### config.mk
export PLATFORM = sky130hd
export DESIGN_NAME = csr_axi_regs
export DESIGN_NICKNAME = d
export VERILOG_FILES = /design/src/rtl/csr_axi_pkg.sv /design/src/rtl/csr_burst_addr.sv /design/src/rtl/csr_axi_regs.sv
export SDC_FILE = /design/constraint.sdc
export NUM_CORES = 2
export LEC_CHECK = 0
export CAP_MARGIN = 10
export CORE_MARGIN = 2
export CORE_UTILIZATION = 65
export CTS_BUF_LIST = sky130_fd_sc_hd__clkbuf_8
export DETAILED_ROUTE_END_ITERATION = 8
export DONT_BUFFER_PORTS = 1
export PLACE_DENSITY = 0.81
export SKIP_CTS_REPAIR_TIMING = 1
export SLEW_MARGIN = 40
export SYNTH_ARGS = -nofsm -noshare
export SYNTH_HDL_FRONTEND = slang
export SYNTH_HIERARCHICAL = 1
export SYNTH_SLANG_ARGS = --single-unit
### constraint.sdc
create_clock -name clk -period 5.9 [get_ports clk]
set_input_delay 0.59 -clock clk [delete_from_list [all_inputs] [get_ports clk]]
set_output_delay 0.59 -clock clk [all_outputs]
set_load 0.02 [all_outputs]
### src/rtl/csr_axi_pkg.sv
// Shared AXI encodings and FSM state types for the CSR register-array slave.
package csr_axi_pkg;

    localparam logic [1:0] RESP_OKAY   = 2'b00;
    localparam logic [1:0] RESP_SLVERR = 2'b10;

    localparam logic [1:0] BURST_FIXED = 2'b00;
    localparam logic [1:0] BURST_INCR  = 2'b01;
    localparam logic [1:0] BURST_RSVD  = 2'b11;

    localparam logic [2:0] SIZE_WORD   = 3'b010;

    typedef enum logic [1:0] {
        W_IDLE = 2'd0,
        W_DATA = 2'd1,
        W_RESP = 2'd2
    } w_state_e;

    typedef enum logic {
        R_IDLE = 1'b0,
        R_DATA = 1'b1
    } r_state_e;

endpackage

### src/rtl/csr_burst_addr.sv
// Next word address for an AXI burst beat: FIXED holds, INCR wraps at the array depth.
module csr_burst_addr
    import csr_axi_pkg::*;
#(
    parameter int unsigned ADDR_W = 5
) (
    input  logic [ADDR_W-1:0] addr,
    input  logic [1:0]        burst,
    output logic [ADDR_W-1:0] next_addr_c
);

    // Modulo-depth wrap falls out of the natural ADDR_W-bit overflow.
    always_comb begin
        next_addr_c = addr;
        if (burst == BURST_INCR) begin
            next_addr_c = addr + ADDR_W'(1);
        end
    end

endmodule

### src/rtl/csr_axi_regs.sv
// AXI4 slave over a word-addressed CSR array with independent write and read FSMs.
module csr_axi_regs
    import csr_axi_pkg::*;
#(
    parameter int unsigned             ADDR_W    = 5,
    parameter int unsigned             ID_W      = 5,
    parameter logic [31:0]             RESET_VAL = 32'h0,
    parameter logic [(2**ADDR_W)-1:0]  RO_MASK   = '0
) (
    input  logic              clk,
    input  logic              rst_n,
    input  logic [ADDR_W-1:0] s_axi_araddr,
    input  logic [ID_W-1:0]   s_axi_arid,
    input  logic [7:0]        s_axi_arlen,
    input  logic [2:0]        s_axi_arsize,
    input  logic [1:0]        s_axi_arburst,
    input  logic              s_axi_arvalid,
    output logic              s_axi_arready,
    output logic [31:0]       s_axi_rdata,
    output logic [ID_W-1:0]   s_axi_rid,
    output logic [1:0]        s_axi_rresp,
    output logic              s_axi_rlast,
    output logic              s_axi_rvalid,
    input  logic              s_axi_rready,
    input  logic [ADDR_W-1:0] s_axi_awaddr,
    input  logic [ID_W-1:0]   s_axi_awid,
    input  logic [7:0]        s_axi_awlen,
    input  logic [2:0]        s_axi_awsize,
    input  logic [1:0]        s_axi_awburst,
    input  logic              s_axi_awvalid,
    output logic              s_axi_awready,
    input  logic [31:0]       s_axi_wdata,
    input  logic [3:0]        s_axi_wstrb,
    input  logic              s_axi_wlast,
    input  logic              s_axi_wvalid,
    output logic              s_axi_wready,
    output logic [ID_W-1:0]   s_axi_bid,
    output logic [1:0]        s_axi_bresp,
    output logic              s_axi_bvalid,
    input  logic              s_axi_bready
);

    localparam int unsigned DEPTH = 2**ADDR_W;

    logic [31:0] mem_q [DEPTH];
    logic [31:0] mem_d [DEPTH];

    // Write channel state
    w_state_e          w_state_q, w_state_d;
    logic [ADDR_W-1:0] w_addr_q,  w_addr_d;
    logic [ID_W-1:0]   w_id_q,    w_id_d;
    logic [7:0]        w_len_q,   w_len_d;
    logic [7:0]        w_beat_q,  w_beat_d;
    logic [1:0]        w_burst_q, w_burst_d;
    logic              w_bad_q,   w_bad_d;
    logic              w_lerr_q,  w_lerr_d;
    logic              bvalid_q,  bvalid_d;
    logic [1:0]        bresp_q,   bresp_d;
    logic [ID_W-1:0]   bid_q,     bid_d;
    logic              run_q,     run_d;

    // Read channel state
    r_state_e          r_state_q, r_state_d;
    logic [ADDR_W-1:0] r_addr_q,  r_addr_d;
    logic [7:0]        r_len_q,   r_len_d;
    logic [7:0]        r_beat_q,  r_beat_d;
    logic [1:0]        r_burst_q, r_burst_d;
    logic              r_bad_q,   r_bad_d;
    logic              arready_q, arready_d;
    logic              rvalid_q,  rvalid_d;
    logic              rlast_q,   rlast_d;
    logic [31:0]       rdata_q,   rdata_d;
    logic [1:0]        rresp_q,   rresp_d;
    logic [ID_W-1:0]   rid_q,     rid_d;

    logic              aw_hs_c;
    logic              aw_bad_c;
    logic              aw_lerr_c;
    logic              ar_bad_c;
    logic              w_last_beat_c;
    logic              we_c;
    logic [ADDR_W-1:0] we_addr_c;
    logic [ADDR_W-1:0] w_cur_addr_c, w_next_addr_c, r_cur_addr_c, r_next_addr_c;
    logic [1:0]        w_cur_burst_c, r_cur_burst_c;
    logic [31:0]       rd_word_c;

    // In idle the generators see the incoming request, otherwise the latched burst.
    assign w_cur_addr_c  = (w_state_q == W_IDLE) ? s_axi_awaddr  : w_addr_q;
    assign w_cur_burst_c = (w_state_q == W_IDLE) ? s_axi_awburst : w_burst_q;
    assign r_cur_addr_c  = (r_state_q == R_IDLE) ? s_axi_araddr  : r_addr_q;
    assign r_cur_burst_c = (r_state_q == R_IDLE) ? s_axi_arburst : r_burst_q;
    assign rd_word_c     = mem_q[r_cur_addr_c];

    csr_burst_addr #(.ADDR_W(ADDR_W)) u_w_addr (
        .addr        (w_cur_addr_c),
        .burst       (w_cur_burst_c),
        .next_addr_c (w_next_addr_c)
    );

    csr_burst_addr #(.ADDR_W(ADDR_W)) u_r_addr (
        .addr        (r_cur_addr_c),
        .burst       (r_cur_burst_c),
        .next_addr_c (r_next_addr_c)
    );

    // AW and the first W beat are only taken together, and never before the first post-reset edge.
    assign aw_hs_c       = (w_state_q == W_IDLE) && run_q && s_axi_awvalid && s_axi_wvalid;
    assign s_axi_awready = aw_hs_c;
    assign s_axi_wready  = aw_hs_c || (w_state_q == W_DATA);
    assign aw_bad_c      = (s_axi_awsize != SIZE_WORD) || (s_axi_awburst == BURST_RSVD);
    assign aw_lerr_c     = s_axi_wlast != (s_axi_awlen == 8'd0);
    assign ar_bad_c      = (s_axi_arsize != SIZE_WORD) || (s_axi_arburst == BURST_RSVD);
    assign w_last_beat_c = (w_beat_q == w_len_q);

    // Write FSM next state
    always_comb begin
        w_state_d = w_state_q;
        w_addr_d  = w_addr_q;
        w_id_d    = w_id_q;
        w_len_d   = w_len_q;
        w_beat_d  = w_beat_q;
        w_burst_d = w_burst_q;
        w_bad_d   = w_bad_q;
        w_lerr_d  = w_lerr_q;
        bvalid_d  = bvalid_q;
        bresp_d   = bresp_q;
        bid_d     = bid_q;
        we_c      = 1'b0;
        we_addr_c = w_addr_q;
        case (w_state_q)
            W_IDLE: begin
                if (aw_hs_c) begin
                    w_id_d    = s_axi_awid;
                    w_len_d   = s_axi_awlen;
                    w_burst_d = s_axi_awburst;
                    w_bad_d   = aw_bad_c;
                    w_lerr_d  = aw_lerr_c;
                    w_addr_d  = w_next_addr_c;
                    w_beat_d  = 8'd1;
                    we_c      = !aw_bad_c;
                    we_addr_c = s_axi_awaddr;
                    if (s_axi_awlen == 8'd0) begin
                        w_state_d = W_RESP;
                        bvalid_d  = 1'b1;
                        bid_d     = s_axi_awid;
                        bresp_d   = (aw_bad_c || aw_lerr_c) ? RESP_SLVERR : RESP_OKAY;
                    end else begin
                        w_state_d = W_DATA;
                    end
                end
            end
            W_DATA: begin
                if (s_axi_wvalid) begin
                    we_c      = !w_bad_q;
                    we_addr_c = w_addr_q;
                    w_lerr_d  = w_lerr_q || (s_axi_wlast != w_last_beat_c);
                    if (w_last_beat_c) begin
                        w_state_d = W_RESP;
                        bvalid_d  = 1'b1;
                        bid_d     = w_id_q;
                        bresp_d   = (w_bad_q || w_lerr_d) ? RESP_SLVERR : RESP_OKAY;
                    end else begin
                        w_addr_d = w_next_addr_c;
                        w_beat_d = 8'(w_beat_q + 8'd1);
                    end
                end
            end
            W_RESP: begin
                if (s_axi_bready) begin
                    bvalid_d  = 1'b0;
                    w_state_d = W_IDLE;
                end
            end
            default: w_state_d = W_IDLE;
        endcase
    end

    // Byte-strobed array update; read-only words never change.
    always_comb begin
        mem_d = mem_q;
        if (we_c && !RO_MASK[we_addr_c]) begin
            for (int k = 0; k < 4; k++) begin
                if (s_axi_wstrb[k]) begin
                    mem_d[we_addr_c][8*k +: 8] = s_axi_wdata[8*k +: 8];
                end
            end
        end
    end

    // Read FSM next state; rdata always comes from the pre-edge array contents.
    always_comb begin
        r_state_d = r_state_q;
        r_addr_d  = r_addr_q;
        r_len_d   = r_len_q;
        r_beat_d  = r_beat_q;
        r_burst_d = r_burst_q;
        r_bad_d   = r_bad_q;
        rvalid_d  = rvalid_q;
        rlast_d   = rlast_q;
        rdata_d   = rdata_q;
        rresp_d   = rresp_q;
        rid_d     = rid_q;
        run_d     = 1'b1;
        case (r_state_q)
            R_IDLE: begin
                if (s_axi_arvalid && arready_q) begin
                    r_bad_d   = ar_bad_c;
                    r_len_d   = s_axi_arlen;
                    r_burst_d = s_axi_arburst;
                    r_addr_d  = r_next_addr_c;
                    r_beat_d  = 8'd0;
                    rvalid_d  = 1'b1;
                    rid_d     = s_axi_arid;
                    rdata_d   = ar_bad_c ? 32'h0 : rd_word_c;
                    rresp_d   = ar_bad_c ? RESP_SLVERR : RESP_OKAY;
                    rlast_d   = (s_axi_arlen == 8'd0);
                    r_state_d = R_DATA;
                end
            end
            R_DATA: begin
                if (s_axi_rready) begin
                    if (r_beat_q == r_len_q) begin
                        rvalid_d  = 1'b0;
                        rlast_d   = 1'b0;
                        r_state_d = R_IDLE;
                    end else begin
                        r_beat_d = 8'(r_beat_q + 8'd1);
                        r_addr_d = r_next_addr_c;
                        rdata_d  = r_bad_q ? 32'h0 : rd_word_c;
                        rlast_d  = (r_beat_d == r_len_q);
                    end
                end
            end
            default: r_state_d = R_IDLE;
        endcase
        arready_d = (r_state_d == R_IDLE);
    end

    always_ff @(posedge clk or negedge rst_n) begin
        if (!rst_n) begin
            for (int i = 0; i < DEPTH; i++) begin
                mem_q[i] <= RESET_VAL;
            end
            w_state_q <= W_IDLE;
            w_addr_q  <= '0;
            w_id_q    <= '0;
            w_len_q   <= '0;
            w_beat_q  <= '0;
            w_burst_q <= '0;
            w_bad_q   <= 1'b0;
            w_lerr_q  <= 1'b0;
            bvalid_q  <= 1'b0;
            bresp_q   <= '0;
            bid_q     <= '0;
            run_q     <= 1'b0;
            r_state_q <= R_IDLE;
            r_addr_q  <= '0;
            r_len_q   <= '0;
            r_beat_q  <= '0;
            r_burst_q <= '0;
            r_bad_q   <= 1'b0;
            arready_q <= 1'b0;
            rvalid_q  <= 1'b0;
            rlast_q   <= 1'b0;
            rdata_q   <= '0;
            rresp_q   <= '0;
            rid_q     <= '0;
        end else begin
            mem_q     <= mem_d;
            w_state_q <= w_state_d;
            w_addr_q  <= w_addr_d;
            w_id_q    <= w_id_d;
            w_len_q   <= w_len_d;
            w_beat_q  <= w_beat_d;
            w_burst_q <= w_burst_d;
            w_bad_q   <= w_bad_d;
            w_lerr_q  <= w_lerr_d;
            bvalid_q  <= bvalid_d;
            bresp_q   <= bresp_d;
            bid_q     <= bid_d;
            run_q     <= run_d;
            r_state_q <= r_state_d;
            r_addr_q  <= r_addr_d;
            r_len_q   <= r_len_d;
            r_beat_q  <= r_beat_d;
            r_burst_q <= r_burst_d;
            r_bad_q   <= r_bad_d;
            arready_q <= arready_d;
            rvalid_q  <= rvalid_d;
            rlast_q   <= rlast_d;
            rdata_q   <= rdata_d;
            rresp_q   <= rresp_d;
            rid_q     <= rid_d;
        end
    end

    assign s_axi_arready = arready_q;
    assign s_axi_rvalid  = rvalid_q;
    assign s_axi_rlast   = rlast_q;
    assign s_axi_rdata   = rdata_q;
    assign s_axi_rresp   = rresp_q;
    assign s_axi_rid     = rid_q;
    assign s_axi_bvalid  = bvalid_q;
    assign s_axi_bresp   = bresp_q;
    assign s_axi_bid     = bid_q;

endmodule
==> metrics <==
status complete, but fails checks; violated checks negative hold slack; die height 305 um; Req. time, crit path 6.62 ns; DP HPWL 103000 um; # rows 110; adder-cell share of the synthesized area 0.0852%; CTS Buffer Depth 3; Post-synth EDFFs 0; RSZ-0062 raised after global routing no; mux cell area share after synthesis 20.5%; CP Launch Type flip-flop; share of the synthesized area in the top cell type 48.1%; Fin Setup TNS 0 ns; Routed Antenna Nets 0; min-delay worst type input pin to flip-flop; Worst Setup End Kind flip-flop; htree depth 4; sequential area share after synthesis 48.1%; Skew-Pair Late Insertion Delay 0.88 ns; most frequent cell after synthesis dfrtp_1; Post-route DRC 0; YS warnings 6; Synth Area in Compound Gates 15.7%; minimum clock period after layout 4.06 ns; Clk pin slew, worst setup/hold paths 0.06 ns; Hold Slack -0.00940 ns; max incr delay on CP 0.69 ns; crit-path most repeated cell o21ai_0; post-synthesis async set-or-reset flop share 100%; die area 92800 sq um; Total GRT Usage 38.5%; Yosys cell types 69; Worst Path Arrival 4.78 ns; num ports 142; top cells by count, synth dfrtp_1 (1129), mux2_2 (1005), nand2_1 (793); vias per std cell 6.96; Max Fanout on Critical Path 35; core area 89700 sq um; cell area after layout 64300 sq um; Avg Inst Size Synth 10.1 sq um; DRT iter0 DRCs 6042; post-synthesis cell count 5820; max cap viols 0; # clock sinks 1129; # fillers 6228; gpl congestion 0.865; largest net degree at the start of global routing 1130; fin. max-slew vios 0; Post-Synth Simple-Gate Area 10.8%; Worst VDD drop 0.487 mV; Rel. slew slack 2.78%; Hold Vio Cnt, Final 1; CP Class flip-flop to flip-flop; PortBufs 0; Initial Utilization 65.5%; Synth area leaders dfrtp_1 (48%), mux2_2 (19%), nand2_1 (5.1%); Detailed Route WL 183000 um; slew at the pin with the worst max-slew slack 1.46 ns; Root Driver clkbuf_8; cts bufs inserted 182; Final period util 68.8%; Post-Route Skew 0.0483 ns; Yosys reg bits 1129; Reg2Reg Launch Point r_state_q; CP top delay family buffers and inverters; WL/cell 26.2 um; FMAX 247 MHz; slowest library cell on the worst path clkinv_2; Area growth syn-to-layout 9.40%; initial antenna violation count 12; main combinational cell family by area after synthesis multiplexers; fin util 71.6%; remaining global-route overflow 0; Hold Crit Start s_axi_rready; Syn Std Cell Area 58800 sq um; Synth Flop Type dfrtp_1; CTS tree yes; vias in the first global route 47.9k; first-pass detailed-route iteration total 8; power density over the cells 493 nW/um^2; Leak 30.0 nW; Synth area leader dfrtp_1; via count 48.7k; XOR/XNOR Fraction of Synth Area 0.537%; Final nets 5775; die width 305 um; Final Setup Violations 0; crit-path cells buf_4 -> mux2i_4 -> clkinv_2 -> buf_4 -> a31oi_1 -> o21ai_0 -> and3_1 -> o21ai_0 -> o21ai_0; critical path startpoint r_state_q; global-route wire length before repair 278000 um; share of post-route cells with drive strength above 1 25.1%; DP Area 59400 sq um; Crit path buffers/inverters 3
-- layout make-up --
type	count	area, sq um	area share [%]
multi-input combinational	4051	28300	44.0
sequential	1129	28300	44.0
clock buffer	231	3180	4.95
timing repair buffer	147	2000	3.11
tap	1176	1470	2.29
inverter	170	651	1.01
clock inverter	86	404	0.629
antenna	3	7.51	0.0117
-- per-layer routing --
layer / part of all wire, % / routed length [um] / up-vias / global-route usage (%)
met5: 0.060 / 110 / - / 0
met4: 5.8 / 10600 / 14 / 21.9
met3: 12 / 22500 / 730 / 11.5
met2: 45 / 82100 / 3150 / 58.7
met1: 37 / 67800 / 24220 / 49.3
li1: - / - / 20543 / -
-- registers in the layout (all words and copies together), names as in the netlist, 2 cells and up --
register	cells
s_axi_bid	5
mem_q	1024
w_len_q	8
r_len_q	8
w_state_q	2
s_axi_rid	5
w_burst_q	2
r_burst_q	2
r_addr_q	5
w_addr_q	5
w_beat_q	8
r_beat_q	8
s_axi_rdata	32
w_id_q	5
-- report_power, final --
part           switching [mW]  internal, mW  total [mW]
Combinational            7.97          4.86        12.8
Clock                    3.17          3.54        6.71
Sequential               1.90          10.3        12.2
-- stage by stage --
stage	cells	worst slack (ns)	power [mW]
6_report	6993	1.84	31.7
3_5_place_dp	6594	2.12	24.1
3_3_place_gp	6588	2.09	23.4
4_1_cts	6911	2.04	30.8
5_1_grt	6993	1.77	33.2
2_1_floorplan	5821	3.26	20.3
-- placed cells by master (no fill, tap or decap), types with 24 or more instances in the layout --
master / Yosys / layout
a221oi_1: 25 / 25
mux2_2: 1005 / 1005
nor2_1: 63 / 58
a22oi_1: 203 / 203
a211oi_1: 35 / 35
dfrtp_1: 1129 / 1127
buf_12: 0 / 39
nor2b_1: 61 / 54
clkbuf_8: 0 / 231
dlygate4sd3_1: 0 / 37
o22ai_1: 31 / 30
inv_1: 167 / 233
a31oi_1: 81 / 81
nand2_1: 793 / 792
a22o_1: 40 / 39
buf_4: 4 / 52
mux2_1: 56 / 56
o31ai_1: 41 / 36
o21ai_0: 532 / 531
nand2b_1: 147 / 145
xor2_1: 24 / 24
nand3_1: 228 / 228
nand2_2: 40 / 40
a21oi_1: 423 / 422
-- path summary, 6_finish.rpt --
check	slack, ns	depth (start not counted)	end
worst max-delay path	1.84	9	s_axi_rdata[31]
worst min-delay path	-0.009	3	s_axi_rlast
worst max register to register	1.84	9	s_axi_rdata[31]
worst min register to register	0.49	1	mem_q[383]
max in group asynchronous	2.54	6	mem_q[138]
min in group asynchronous	0.26	2	mem_q[663]
-- worst reg2reg max path: stages (launching register included) --
cell	delay, ns
dfrtp_2	0.66
buf_4	0.42
mux2i_4	0.32
clkinv_2	0.69
buf_4	0.60
a31oi_1	0.25
o21ai_0	0.10
and3_1	0.19
o21ai_0	0.46
o21ai_0	0.21
-- kinds of logic (layout without fill, tap and decap cells) --
family / Yosys count / after routing
compound gates: 1540 / 1540
xor+xnor: 36 / 36
fa+ha+maj: 4 / 4
buf+inv: 641 / 634
flops: 1129 / 1129
mux: 1067 / 1067
other cells: 2 / 6
simple gates: 1401 / 1401
Power figures use the tool's default switching activity.
